**config.mk**
```make
export PLATFORM = sky130hd
export DESIGN_NAME = lms2lab_mac_sequencer
export DESIGN_NICKNAME = d
export VERILOG_FILES = /design/src/rtl/lms2lab_mac_sequencer.sv
export SDC_FILE = /design/constraint.sdc
export NUM_CORES = 2
export LEC_CHECK = 0
export ABC_AREA = 0
export BUFFER_PORTS_ARGS = -buffer_cell sky130_fd_sc_hd__buf_2
export CAP_MARGIN = 20
export CORE_AREA = 3 3 339 341
export CTS_BUF_LIST = sky130_fd_sc_hd__clkbuf_8
export CTS_CLUSTER_SIZE = 12
export DETAILED_ROUTE_END_ITERATION = 16
export DIE_AREA = 0 0 342 344
export PLACE_DENSITY_LB_ADDON = 0.3
export SLEW_MARGIN = 20
export SYNTH_ARGS = -nofsm -noshare
export SYNTH_HDL_FRONTEND = slang
export SYNTH_SLANG_ARGS = --single-unit
export TNS_END_PERCENT = 100
```
**constraint.sdc**
```tcl
create_clock -name i_clk -period 20.3 [get_ports i_clk]
set_input_delay 4.06 -clock i_clk [delete_from_list [all_inputs] [get_ports i_clk]]
set_output_delay 4.06 -clock i_clk [all_outputs]
set_load 0.05 [all_outputs]
```
**src/rtl/lms2lab_mac_sequencer.sv**
```systemverilog
`default_nettype none
// ============================================================================
// Module   : lms2lab_mac_sequencer
// Brief    : Sequential 3x3 matrix-vector MAC (log-LMS -> lab), one multiplier.
// Revision : 1.0 - initial release
// ============================================================================
module lms2lab_mac_sequencer #(
    parameter int FRAC  = 13,
    parameter int ACC_W = 34
) (
    input  logic               i_clk,
    input  logic               i_rst,
    input  logic               i_valid,
    output logic               o_ready,
    input  logic signed [15:0] i_logL,
    input  logic signed [15:0] i_logM,
    input  logic signed [15:0] i_logS,
    output logic               o_valid,
    input  logic               i_ready,
    output logic signed [15:0] o_l,
    output logic signed [15:0] o_a,
    output logic signed [15:0] o_b,
    input  logic               i_cfg_we,
    input  logic        [3:0]  i_cfg_addr,
    input  logic signed [15:0] i_cfg_data,
    output logic               o_busy
);

    typedef enum logic [1:0] {
        ST_IDLE = 2'd0,
        ST_MAC  = 2'd1,
        ST_OUT  = 2'd2
    } state_t;

    localparam logic signed [15:0] c_DEF_COEF [0:8] = '{
        16'sh127A, 16'sh127A, 16'sh127A,
        16'sh0D10, 16'sh0D10, 16'shE5DF,
        16'sh16A1, 16'shE95F, 16'sh0000
    };
    localparam logic signed [ACC_W-1:0] c_SAT_MAX = ACC_W'(32767);
    localparam logic signed [ACC_W-1:0] c_SAT_MIN = ACC_W'(-32768);

    state_t                   r_state;
    state_t                   w_state_nxt;
    logic        [1:0]        r_row;
    logic        [1:0]        r_col;
    logic signed [ACC_W-1:0]  r_acc;
    logic signed [15:0]       r_vec  [0:2];
    logic signed [15:0]       r_coef [0:8];
    logic signed [15:0]       r_l;
    logic signed [15:0]       r_a;
    logic signed [15:0]       r_b;

    logic        [3:0]        w_idx;
    logic signed [15:0]       w_coef_sel;
    logic signed [15:0]       w_vec_sel;
    logic signed [31:0]       w_prod;
    logic signed [ACC_W-1:0]  w_acc_base;
    logic signed [ACC_W-1:0]  w_acc_nxt;
    logic signed [ACC_W-1:0]  w_shift;
    logic signed [15:0]       w_row_res;
    logic                     w_last;
    logic                     w_cfg_ok;

    // Single shared multiplier: coefficient picked by (row, col), vector by col
    assign w_idx      = {1'b0, r_row, 1'b0} + {2'b00, r_row} + {2'b00, r_col};
    assign w_coef_sel = r_coef[w_idx];
    assign w_vec_sel  = r_vec[r_col];
    assign w_prod     = w_coef_sel * w_vec_sel;
    assign w_acc_base = (r_col == 2'd0) ? '0 : r_acc;
    assign w_acc_nxt  = w_acc_base + ACC_W'(w_prod);
    assign w_shift    = w_acc_nxt >>> FRAC;
    assign w_last     = (r_row == 2'd2) && (r_col == 2'd2);
    assign w_cfg_ok   = i_cfg_we && (i_cfg_addr <= 4'd8) && (r_state != ST_MAC);

    always_comb begin
        w_row_res = w_shift[15:0];
        if (w_shift > c_SAT_MAX) begin
            w_row_res = 16'sh7FFF;
        end else if (w_shift < c_SAT_MIN) begin
            w_row_res = 16'sh8000;
        end
    end

    always_ff @(posedge i_clk) begin
        if (i_rst) begin
            r_state <= ST_IDLE;
        end else begin
            r_state <= w_state_nxt;
        end
    end

    always_comb begin
        w_state_nxt = r_state;
        o_ready     = 1'b0;
        o_valid     = 1'b0;
        o_busy      = 1'b0;
        case (r_state)
            ST_IDLE: begin
                o_ready = 1'b1;
                if (i_valid) w_state_nxt = ST_MAC;
            end
            ST_MAC: begin
                o_busy = 1'b1;
                if (w_last) w_state_nxt = ST_OUT;
            end
            ST_OUT: begin
                o_valid = 1'b1;
                if (i_ready) w_state_nxt = ST_IDLE;
            end
            default: w_state_nxt = ST_IDLE;
        endcase
    end

    // Coefficient write shares the edge with a transfer, so the new value is
    // already in place for the first MAC cycle.
    always_ff @(posedge i_clk) begin
        if (i_rst) begin
            r_row <= 2'd0;
            r_col <= 2'd0;
            r_acc <= '0;
            r_l   <= '0;
            r_a   <= '0;
            r_b   <= '0;
            for (int i = 0; i < 3; i++) r_vec[i] <= '0;
            for (int i = 0; i < 9; i++) r_coef[i] <= c_DEF_COEF[i];
        end else begin
            if (w_cfg_ok) begin
                r_coef[i_cfg_addr] <= i_cfg_data;
            end
            case (r_state)
                ST_IDLE: begin
                    if (i_valid) begin
                        r_vec[0] <= i_logL;
                        r_vec[1] <= i_logM;
                        r_vec[2] <= i_logS;
                        r_row    <= 2'd0;
                        r_col    <= 2'd0;
                    end
                end
                ST_MAC: begin
                    r_acc <= w_acc_nxt;
                    if (r_col == 2'd2) begin
                        r_col <= 2'd0;
                        r_row <= (r_row == 2'd2) ? 2'd0 : r_row + 2'd1;
                        case (r_row)
                            2'd0:    r_l <= w_row_res;
                            2'd1:    r_a <= w_row_res;
                            default: r_b <= w_row_res;
                        endcase
                    end else begin
                        r_col <= r_col + 2'd1;
                    end
                end
                default: ;
            endcase
        end
    end

    assign o_l = r_l;
    assign o_a = r_a;
    assign o_b = r_b;

endmodule
`default_nettype wire

```
* Word-level counts from Yosys, hierarchy flattened
Memories as Yosys holds them, arrays and structs flattened. A register that Yosys moved wholly into a read port is not among the register bits. Index checks and enable logic that the tools add are counted.
Storage, ports and cells: flip-flop bits (word level) 88, latch bits 0, bits in writable memories 192, ROM bits 0, bits of input ports 73, memories kept 2
Cells by class: $add $sub $neg 5, multipliers 1, div/mod/pow operators 0, $lt $le $gt $ge 3, eq/ne operators 10, shift-type cells 0, mux-type cells 33, bitwise logic cells 4, reduce and logical (&&, ||, !) cells 15
Memories:
- r_coef | words 9, bits a word 16, read ports 1, clocked after Yosys merged registers in 0, wr ports 9, line 49 | logic signed [15:0] r_coef [0:8];
- r_vec | words 3, bits a word 16, read ports 1, clocked after Yosys merged registers in 1, wr ports 3, line 48 | logic signed [15:0] r_vec [0:2];
Operators by type and width (count):
- $mux 16 | 6
- $add 34x32->34 | 1
- $mux 34 | 1
- $mul 16x16->32 | 1
- $gt 21x16->1 const B | 1
- $lt 21x16->1 const B | 1
- $mux 2 | 9
- $reduce_or 16->1 | 1
- $reduce_and 3->1 | 5
- $mux 1 | 13
- $ne 2x2->1 const B | 4
- $pmux 2 s2 | 2
- $eq 2x2->1 const B | 3
- $logic_not 2->1 | 3
- $pmux 2 s3 | 1
- $add 2x1->2 const B | 2
- $add 3x2->4 | 1
- $add 4x2->4 | 1
- $eq 2x1->1 const B | 2
- $le 4x4->1 const B | 1
- $mux 4 | 1
- $logic_and 1x1->1 | 3
- $or 1x1->1 | 3
- $ne 2x1->1 const B | 1
- other kinds (4) | 4

* Depth between registers and ports, before layout
depth in word-level cells 8, depth in mapped cells 36, mapped depth without buffers 32

* Least setup slack after synthesis
Ideal clock, no wire load.
path kind register -> register, from reg r_row[0], to reg r_l[12] (netlist: o_l[12]), library setup time 0.147 ns, data arrival time 9.157 ns, required time 20.153 ns, path slack 10.996 ns, cell stages (with the launch flop) 32, path buffers 5, clock period less this slack 9.304 ns, cells stage by stage dfxtp_1 inv_1 fa_1 inv_1 ha_1 clkbuf_1 clkbuf_1 buf_1 mux4_2 mux4_2 clkbuf_1 nand2_1 fa_1 fa_1 fa_1 inv_1 fa_1 fa_1 inv_1 fa_1 inv_1 ha_1 and3_1 and4_1 a22oi_2 o31a_2 o21ai_1 o311ai_2 o41a_4 buf_8 o21ai_4 a211oi_2
Between the ends: cells in the longest elaborated chain, start to end 8, elaborated cells on any way between the ends 11
Ends and longest elaborated chain:
- start, declared | line 45 | logic [1:0] r_row;
- start signal, assigned | line 145 | r_row <= (r_row == 2'd2) ? 2'd0 : r_row + 2'd1;
- $add 3x2->4 | line 66 | assign w_idx = {1'b0, r_row, 1'b0} + {2'b00, r_row} + {2'b00, r_col};
- $add 4x2->4 | line 66
- $mem_v2 9x16
- $mul 16x16->32 | line 69 | assign w_prod = w_coef_sel * w_vec_sel;
- $add 34x32->34 | line 71 | assign w_acc_nxt = w_acc_base + ACC_W'(w_prod);
- $lt 21x16->1 | line 80 | end else if (w_shift < c_SAT_MIN) begin
- $mux 16 | line 80
- $mux 16 | line 78 | if (w_shift > c_SAT_MAX) begin
- end signal, assigned | line 147 | 2'd0: r_l <= w_row_res;
- end, declared | line 50 | logic signed [15:0] r_l;
Parallel ways exist; a longest one is shown, timed or not. A chain may end at the register's enable or synchronous reset.

* Final worst setup path
from reg r_row[0], to reg r_l[0] (netlist: o_l[0])
The elaborated chain is that of the path after synthesis.

==> results.sh <==
export IMPL_run_status="finished, final reports clean"
export IMPL_synth_edf_count=304
export IMPL_cap_viol_max_count=0
export IMPL_die_h_um=344
export IMPL_drtIter0Drc=932
export IMPL_post_cts_resize_count=0
export IMPL_synth_top_area_share_pct=32.62
export IMPL_avgRoutedWirePerCell_um=17.47
export IMPL_cp_start_kind="flip-flop"
export IMPL_end_kind="flip-flop"
export IMPL_drc=0
export IMPL_dpl_hpwl_um=53190
export IMPL_clock_latency_ps=720
export IMPL_layout_drive_gt1_share_pct=15.51
export IMPL_r2r_start="r_row[0]"
export IMPL_fin_crit_sh_pct=51.45
export IMPL_met3_usage_pct=2.335
export IMPL_vias=17625
export IMPL_finalHoldViolCount=0
export IMPL_hp_start="r_acc[0]"
export IMPL_yosysWarnings=0
export IMPL_io_pins=124
export IMPL_synth_top_flop_cell="edfxtp_1"
export IMPL_yosysSeqAreaShare_pct=39.05
export IMPL_hold_buffers=0
export IMPL_final_antenna_net_count=0
export IMPL_die_x_um=342
export IMPL_hold_class="reg -> reg"
export IMPL_synthArstFlopShare_pct=0
export IMPL_cts_setup_buffers=0
export IMPL_area_delta_synth_final_pct=15.10
export IMPL_grtUsageMet1_pct=16.45
export IMPL_synth_cell_types=66
export IMPL_final_setup_skew_ps=62.69
export IMPL_slew_violations=0
export IMPL_crit_fanout=35
export IMPL_via_per_inst=4.219
export IMPL_drt_total_wl_um=72990
export IMPL_final_util_pct=28.71
export IMPL_clock_sinks=394
export IMPL_worstPathArrival_ps=11030
export IMPL_busiest_layer="met2"
export IMPL_syn_area_um2=27990
export IMPL_grt_usage_pct=12.68
export IMPL_cts_buffer_depth=3
export IMPL_avgSynthCellArea_um2=11.74
export IMPL_criticalPathCategory="reg -> reg"
export IMPL_ys_seq_elements=394
export IMPL_tightest_slew_ps=1008
export IMPL_synthTopCellsByArea="edfxtp_1 (33%), fa_1 (22%), dfxtp_1 (6.4%), mux4_2 (6.0%), ha_1 (4.9%)"
export IMPL_grt_max_degree=67
export IMPL_antenna_found_initial=11
export IMPL_max_slew_margin_pct=32.78
export IMPL_cts_tree="yes"
export IMPL_grt_overflow_total=0
export IMPL_die_area_um2=117600
export IMPL_cts_buffers=74
export IMPL_cp_slowest_cell="fa_1"
export IMPL_core_area_um2=112200
export IMPL_timing_fmax_mhz=95.74
export IMPL_critPathRequiredTime_ps=20880
export IMPL_worstPathBufferInverterCount=8
export IMPL_postSynthCellCount=2385
export IMPL_nets=3107
export IMPL_grt_util_met2_pct=21.49
export IMPL_routabilityCongestion=0.7908
export IMPL_finalCriticalPeriod_ps=10450
export IMPL_io_buffers=123
export IMPL_crit_family="adder cells"
export IMPL_rsz0062_at_grt="false"
export IMPL_cts_htree_levels=3
export IMPL_drtPass1Iterations=6
export IMPL_grt_pass1_vias=18849
export IMPL_grt_pass1_wl_um=114000
export IMPL_clkTransAtPathRegs_ps=60
export IMPL_initial_utilization_pct=24.95
export IMPL_yosysTopAreaCell="edfxtp_1"
export IMPL_placement_rows=123
export IMPL_cts_root_buf="clkbuf_8"
export IMPL_crit_start="r_row[0]"
export IMPL_finalSetupViolations=0
export IMPL_slowest_delay_ps=720
export IMPL_fin_setup_tns_ps=0
==> layer usage <==
| layer | vias up | wire [um] | share of wire, % |
|---|---|---|---|
| met5 | - | 58 | 0.079 |
| met4 | 10 | 1756 | 2.4 |
| met3 | 94 | 3273 | 4.5 |
| met2 | 331 | 36020 | 49 |
| met1 | 8984 | 31880 | 44 |
| li1 | 8206 | - | - |
==> flip-flops by register name, indices dropped and copies added (netlist names), named ones only <==
register / count
r_vec: 48
o_b: 16
o_l: 16
o_a: 16
r_row: 2
r_state: 2
r_col: 2
r_acc: 34
r_coef: 256
==> worst reg2reg max path: cells and delay by family (launching register included) <==
family / cells / cell delay, ps
mux: 2 / 1050
simple gates: 2 / 330
fa+ha+maj: 9 / 4750
flops: 1 / 450
compound gates: 9 / 2650
buf+inv: 8 / 1110
==> cells in the mapped netlist, types with 4 or more instances <==
cell type and instances:
inv_1 359, fa_1 307, edfxtp_1 304, nand2_1 203
and2_1 147, nor2_1 145, ha_1 109, nor2b_1 98
clkbuf_1 95, dfxtp_1 90, mux4_2 74, a21oi_1 62
or3_1 51, nand2b_1 38, a211oi_2 31, mux2i_1 26
xnor2_1 25, o21ai_1 21, a211oi_1 20, o21ai_0 18
buf_1 17, nand3_1 14, a21o_1 13, or2_2 13
xor2_1 12, o21ai_4 10, nor3_1 9, o21a_1 9
and3_1 7, mux2_2 6, a31oi_1 4
==> logic make-up (layout without fill, tap and decap cells) <==
| group | Yosys count | after routing | synth area share (%) |
|---|---|---|---|
| and+or+nand+nor | 738 | 738 | 13.34 |
| buffers and inverters | 476 | 656 | 6.482 |
| adders and majority gates | 416 | 416 | 26.83 |
| DFF | 394 | 394 | 39.05 |
| AOI/OAI and AO/OA | 216 | 216 | 5.937 |
| muxes | 106 | 106 | 7.126 |
| xor gates and xnor gates | 38 | 38 | 1.216 |
| other | 1 | 114 | 0.01340 |
==> metrics by stage <==
stage	std cells	setup WS (ps)	instance area (um2)	hold slack, ps
floorplan	2496	11000	28400	427.3
finish	4178	9855	32210	447.6
global route	4177	9204	32210	468.4
CTS	4176	9810	32210	450.5
global placement	4042	9939	30810	436.5
detailed placement	4042	9852	30810	442.3
==> final cells by class <==
type                            instances  area, um2
Sequential cell                       394      10930
Clock buffer                           76       1046
Fill cell                           11596      79980
Multi-Input combinational cell       1626      15740
Timing Repair Buffer                  162      910.9
Tap cell                             1500       1877
Clock inverter                         58      357.8
Inverter                              360       1351
Antenna cell                            2      5.005
==> final timing paths <==
path,slack [ps],to,cells after the start
max,9850,o_l[0],30
min,450,r_acc[0],2
max reg2reg,9850,o_l[0],30
min reg2reg,450,r_acc[0],2
==> cells in the final DEF (no fill, tap or decap), types with 7 or more instances in the layout <==
master	synthesis	layout
o21ai_0	18	15
mux4_2	74	74
o21ai_1	21	20
and2_1	147	147
a211oi_1	20	20
xnor2_1	25	25
nand2b_1	38	37
a21oi_1	62	61
clkbuf_8	0	76
and3_1	7	7
dfxtp_1	90	90
ha_1	109	107
clkinv_1	0	15
mux2i_1	26	26
edfxtp_1	304	304
nor2b_1	98	98
inv_1	359	383
nand2_1	203	203
buf_2	1	122
xor2_1	12	12
nor2_1	145	143
nand3_1	14	14
a21o_1	13	13
a211oi_2	31	31
o21a_1	9	9
or2_2	13	13
buf_4	0	40
or3_1	51	51
fa_1	307	307
conb_1	1	112
o21ai_4	10	10
Power is not shown: default switching activity piles up to over one toggle a cycle in this logic, so the estimate is an artifact.
